**config.mk**
```make
export PLATFORM = sky130hd
export DESIGN_NAME = fwd_hazard_unit
export DESIGN_NICKNAME = d
export VERILOG_FILES = /design/src/rtl/fwd_pkg.sv /design/src/rtl/fwd_select.sv /design/src/rtl/fwd_hazard_unit.sv
export SDC_FILE = /design/constraint.sdc
export NUM_CORES = 1
export LEC_CHECK = 0
export CAP_MARGIN = 20
export CORE_ASPECT_RATIO = 0.7
export CORE_MARGIN = 2
export CORE_UTILIZATION = 30
export CTS_CLUSTER_DIAMETER = 150
export DETAILED_ROUTE_END_ITERATION = 12
export PLACE_DENSITY = 0.62
export SLEW_MARGIN = 20
export SYNTH_ARGS = -nofsm -noshare
export SYNTH_HDL_FRONTEND = slang
export SYNTH_SLANG_ARGS = --single-unit
export TNS_END_PERCENT = 10
```
**constraint.sdc**
```tcl
create_clock -name CLK -period 2 [get_ports CLK]
set_input_delay 0.4 -clock CLK [delete_from_list [all_inputs] [get_ports CLK]]
set_output_delay 0.4 -clock CLK [all_outputs]
set_load 0.01 [all_outputs]
```
**src/rtl/fwd_pkg.sv**
```systemverilog
// Shared constants, FSM state type and sizing helper for the EX-stage forwarding/hazard unit.
package fwd_pkg;

   localparam logic [1:0] FWD_RF  = 2'b00;
   localparam logic [1:0] FWD_WB  = 2'b01;
   localparam logic [1:0] FWD_MEM = 2'b10;

   typedef enum logic {
      S_IDLE  = 1'b0,
      S_STALL = 1'b1
   } fsm_state_t;

   // Bubble down-counter width; never narrower than one bit.
   function automatic int unsigned cnt_width(input int unsigned lat);
      int unsigned w;
      w = $clog2(lat);
      return (w < 1) ? 1 : w;
   endfunction

endpackage

```
**src/rtl/fwd_select.sv**
```systemverilog
// Per-source forward select: MEM result beats WB result, register 0 and dead slots never forward.
module fwd_select
   import fwd_pkg::*;
#(
   parameter int unsigned AW = 5
)
(
   input  logic          ex_valid,
   input  logic [AW-1:0] rs,
   input  logic          rs_use,
   input  logic [AW-1:0] rd_mem,
   input  logic          reg_write_mem,
   input  logic [AW-1:0] rd_wb,
   input  logic          reg_write_wb,
   output logic [1:0]    sel_c
);

   always_comb begin
      sel_c = FWD_RF;
      if (ex_valid && rs_use && (rs != '0)) begin
         if (reg_write_mem && (rd_mem == rs)) begin
            sel_c = FWD_MEM;
         end else if (reg_write_wb && (rd_wb == rs)) begin
            sel_c = FWD_WB;
         end
      end
   end

endmodule

```
**src/rtl/fwd_hazard_unit.sv**
```systemverilog
// EX-stage forwarding and load-use hazard unit: forward selects, LOAD_LAT-cycle stall FSM,
// EX validity tracking and a saturating stall-cycle counter.
module fwd_hazard_unit
   import fwd_pkg::*;
#(
   parameter int unsigned NUM_SRC  = 2,
   parameter int unsigned AW       = 5,
   parameter int unsigned LOAD_LAT = 1,
   parameter int unsigned CNT_W    = 16
)
(
   input  logic                   CLK,
   input  logic                   RST,
   input  logic                   ID_VALID,
   input  logic [NUM_SRC*AW-1:0]  RS_ID,
   input  logic [NUM_SRC-1:0]     RS_USE_ID,
   input  logic [NUM_SRC*AW-1:0]  RS_EX,
   input  logic [NUM_SRC-1:0]     RS_USE_EX,
   input  logic                   ID_EX_WE,
   input  logic [AW-1:0]          RD_EX,
   input  logic                   memRead_EX,
   input  logic [AW-1:0]          RD_MEM,
   input  logic                   regWrite_MEM,
   input  logic [AW-1:0]          RD_WB,
   input  logic                   regWrite_WB,
   input  logic                   FLUSH,
   output logic [NUM_SRC*2-1:0]   forwardSel,
   output logic                   stall,
   output logic [CNT_W-1:0]       stallCount
);

   localparam int unsigned    CW          = cnt_width(LOAD_LAT);
   localparam bit             MULTI_CYCLE = (LOAD_LAT > 1);
   localparam logic [CW-1:0]  CNT_INIT    = CW'((LOAD_LAT > 1) ? (LOAD_LAT - 2) : 0);

   fsm_state_t    state;
   fsm_state_t    state_nxt;
   logic [CW-1:0] cnt;
   logic [CW-1:0] cnt_nxt;
   logic          ex_valid;
   logic          rs_match_c;
   logic          hazard_c;

   for (genvar g = 0; g < NUM_SRC; g++) begin : g_src
      fwd_select #(.AW(AW)) u_sel (
         .ex_valid      (ex_valid),
         .rs            (RS_EX[g*AW +: AW]),
         .rs_use        (RS_USE_EX[g]),
         .rd_mem        (RD_MEM),
         .reg_write_mem (regWrite_MEM),
         .rd_wb         (RD_WB),
         .reg_write_wb  (regWrite_WB),
         .sel_c         (forwardSel[g*2 +: 2])
      );
   end

   // Load-use: a live load in EX whose destination is read by the live ID instruction.
   always_comb begin
      rs_match_c = 1'b0;
      for (int unsigned i = 0; i < NUM_SRC; i++) begin
         if (RS_USE_ID[i] && (RS_ID[i*AW +: AW] == RD_EX)) begin
            rs_match_c = 1'b1;
         end
      end
      hazard_c = ID_VALID && ex_valid && memRead_EX && (RD_EX != '0) && rs_match_c;
   end

   // First bubble is issued combinationally in IDLE; STALL covers the remaining LOAD_LAT-1.
   always_comb begin
      state_nxt = state;
      cnt_nxt   = cnt;
      stall     = 1'b0;
      case (state)
         S_IDLE: begin
            stall = hazard_c && !FLUSH;
            if (stall && MULTI_CYCLE) begin
               state_nxt = S_STALL;
               cnt_nxt   = CNT_INIT;
            end
         end
         S_STALL: begin
            stall = !FLUSH;
            if (FLUSH || (cnt == '0)) begin
               state_nxt = S_IDLE;
            end else begin
               cnt_nxt = cnt - CW'(1);
            end
         end
         default: state_nxt = S_IDLE;
      endcase
   end

   always_ff @(posedge CLK) begin
      if (RST) begin
         state <= S_IDLE;
         cnt   <= '0;
      end else begin
         state <= state_nxt;
         cnt   <= cnt_nxt;
      end
   end

   always_ff @(posedge CLK) begin
      if (RST) begin
         ex_valid <= 1'b0;
      end else if (FLUSH || stall) begin
         ex_valid <= 1'b0;
      end else if (ID_EX_WE) begin
         ex_valid <= ID_VALID;
      end
   end

   always_ff @(posedge CLK) begin
      if (RST) begin
         stallCount <= '0;
      end else if (stall && (stallCount != '1)) begin
         stallCount <= stallCount + CNT_W'(1);
      end
   end

endmodule

```
==> reports/results.txt, run 1 <==
Status -> finished with violations
Violations in the final reports -> setup timing
Post-place setup slack -> -0.632 ns
Met3 Usage GRT -> 4.08%
Final ANT Viol Nets -> 0
First-pass GRT wire length -> 7190 um
Area fraction of the dominant cell type after synthesis -> 27.6%
Biggest fanout along the worst timing path -> 3
Share of the yosys chip area belonging to registers -> 27.6%
Half-perimeter wire length of the detailed placement result -> 3540 um
Synthesized netlist net count -> 212
Minimum setup slack among reg-to-reg paths -> 0.10 ns
Static leakage power -> 0.000947 uW
Detailed-route wire length -> 4400 um
CTS tree -> done
Hold wc startpoint -> state$_SDFF_PP0_
1st-iter DRT viols -> 61
Cell Pwr Density -> 353 nW/um^2
Die area -> 5150 sq um
Floorplan Core Area -> 4380 sq um
Hold_buf cts -> 0
Met1 capacity usage during global routing -> 25.9%
Die Height -> 60.7 um
Inserted Clock Buffers -> 3
Setup TNS -> -0.000525 ns
Residual DRC -> 0
Met2 usage in global routing -> 26.9%
Number of synthesized flops with an enable pin -> 0
Effective utilization at floorplan -> 31.4%
Final routed wire length divided by cell count -> 14.1 um
Antenna violations before repair -> 0
Reg2Reg Launch Point -> stallCount[8]$_SDFFE_PP0P_
H-Tree Depth -> 1
Worst hold-check path type -> flip-flop to flip-flop
Mean area per synthesized cell -> 8.39 sq um
Pre-Repair DR Iteration Count -> 4
Crit path DAT -> 1.60 ns
Max Clk Rate -> 0.500 GHz
Number of clock sinks seen by CTS -> 19
Worst Tran Pin Value -> 0.454 ns
Layout area overhead -> 74.3%
Time the final worst path needs with I/O delays and setup -> 2.00 ns
Dominant synthesized flop cell -> dfxtp_1
Max_slew headroom -> 69.6%
Post-synthesis sequential element count -> 19
Die width -> 85.0 um
Max Clock Skew -> 0.00985 ns
Final weighted congestion in routability-driven placement -> 0.902
Count of pins over their slew limit -> 0
Port Buffers -> 67
Row count -> 20
CTS Root Buffer Type -> clkbuf_8
Worst vdd rail ir drop -> 0.267 mV
Required time reported for the critical path endpoint -> 1.60 ns
Total track usage -> 17.7%
Cell taking the most area after synthesis -> dfxtp_1
Least setup slack across all paths after layout -> -0.000525 ns
Diodes inserted -> 0
Overall power -> 846 uW
Commonest cells in the synthesized netlist -> dfxtp_1, xor2_1, a21oi_1
Maximum number of pins on one net before global-route repair -> 12
Total I/O pin count -> 68
Share of flip-flops with an asynchronous set or reset -> 0%
Final core utilization -> 54.8%
NumNets Final -> 307
Max-Cap Viols -> 0
Maximum clock insertion buffer count -> 2
Most area-consuming cells after synthesis -> dfxtp_1, xor2_1, xnor2_1
Via count of the first global-routing pass -> 1508
Netlist area before placement -> 1380 sq um
Worst Setup Path Type -> primary input to output port
Via count normalized by instance count -> 4.96
RSZ-0062 raised after global routing -> yes
Final worst-path cycle share -> 100%
Number of endpoints failing setup at the final stage -> 1
Worst setup path start -> RS_EX[6]
Routing layer with the top usage in global route -> met2
Number of inserted filler cells in the final layout -> 420
Gate count after technology mapping -> 164
Kind of capture point of the worst setup path -> output port
Number of synthesis warnings -> 0
Overflow after GRT -> 0
Layout cell share with drive strength beyond 1 -> 30.2%
Nature of the critical path startpoint -> primary input
Clock latency on the worst-skew pair -> 0.27 ns
Yosys cell types -> 38
Number of vias in the routed layout -> 1552
Final Hold Vio Count -> 0
Most frequent cell after synthesis -> dfxtp_1
Clock slew at the register clock pins of the worst setup and hold paths -> 0.07 ns
[area by class of cell]
class / instances / area [sq um] / share of cell area [%]
Sequential cell: 19 / 388 / 16.2
Timing Repair Buffer: 95 / 848 / 35.4
Clock inverter: 1 / 5.00 / 0.209
Multi-Input combinational cell: 138 / 1040 / 43.3
Tap cell: 55 / 68.8 / 2.87
Inverter: 2 / 7.51 / 0.313
Clock buffer: 3 / 41.3 / 1.72
[cell usage in the layout, fill, tap and decap left out, types with 3 or more instances in the layout]
| cell | netlist | layout |
|---|---|---|
| clkbuf_8 | 0 | 3 |
| or4_4 | 0 | 3 |
| nand2_1 | 7 | 6 |
| buf_4 | 0 | 25 |
| o21ai_0 | 11 | 11 |
| clkdlybuf4s50_1 | 0 | 29 |
| dlygate4sd2_1 | 0 | 18 |
| nor2_1 | 10 | 9 |
| or3_1 | 10 | 8 |
| dfxtp_1 | 19 | 15 |
| nand3_1 | 9 | 9 |
| xor2_1 | 17 | 17 |
| nand4_1 | 6 | 6 |
| dlymetal6s2s_1 | 0 | 4 |
| xnor2_1 | 14 | 14 |
| nor4_1 | 5 | 5 |
| dfxtp_2 | 0 | 3 |
| buf_6 | 2 | 6 |
| a21oi_2 | 0 | 7 |
| or3_4 | 0 | 3 |
| buf_2 | 0 | 8 |
| a21oi_1 | 15 | 8 |
[worst max-delay path, cell delays in order]
cell      delay, ns
buf_8          0.10
or4_4          0.52
o211ai_1       0.25
buf_4          0.17
nor3b_2        0.03
buf_2          0.13
[registers in the layout, indices dropped and copies added (netlist names)]
signal      cells
state           1
cnt             1
ex_valid        1
stallCount     16
[logic make-up (layout without fill, tap and decap cells)]
| family | count (synthesis) | in the layout | synth area share (%) |
|---|---|---|---|
| AOI/OAI and AO/OA | 33 | 33 | 14.9 |
| adders and majority gates | 1 | 1 | 0.909 |
| and+or+nand+nor | 70 | 70 | 30.9 |
| muxes | 3 | 3 | 2.27 |
| DFF | 19 | 19 | 27.6 |
| buffers and inverters | 7 | 101 | 3.64 |
| xor gates and xnor gates | 31 | 31 | 19.7 |
[per-layer routing]
metal  wire [um]  up-vias
met5           0        -
met4          45        0
met3         120        6
met2        1920       23
met1        2320      730
li1            -      793
[power by group]
| part | switching, uW | internal (uW) | total, uW |
|---|---|---|---|
| Combinational | 76.4 | 114 | 190 |
| Clock | 139 | 139 | 278 |
| Sequential | 0.325 | 377 | 378 |
[stage by stage]
| stage | instance area, sq um | std cells | hold WS (ns) |
|---|---|---|---|
| 3_5_place_dp | 2240 | 303 | 0.460 |
| 5_1_grt | 2400 | 313 | 0.483 |
| 3_3_place_gp | 2240 | 303 | 0.453 |
| 2_1_floorplan | 1380 | 164 | 0.433 |
| 6_report | 2400 | 313 | 0.469 |
| 4_1_cts | 2270 | 311 | 0.471 |
[path summary, 6_finish.rpt]
check / to / cells past startpoint
worst min register to register: state$_SDFF_PP0_ / 1
worst max-delay path: forwardSel[2] / 6
worst max register to register: stallCount[1]$_SDFFE_PP0P_ / 7
worst min-delay path: state$_SDFF_PP0_ / 1
[timing repair]
| action | 4_1_cts | 5_1_grt |
|---|---|---|
| pin swaps | 22 | 25 |
| gates resized for setup | 79 | 43 |
| setup endpoints to repair | 21 | 21 |
| setup buffers | 4 | 2 |
Power figures use the tool's default switching activity.
==> inputs of run 2 (changes only) <==
CTS_CLUSTER_DIAMETER = 200   (was 150)
==> results of run 2 <==
Final layout, timing and power as in run 1 (identical DEF).
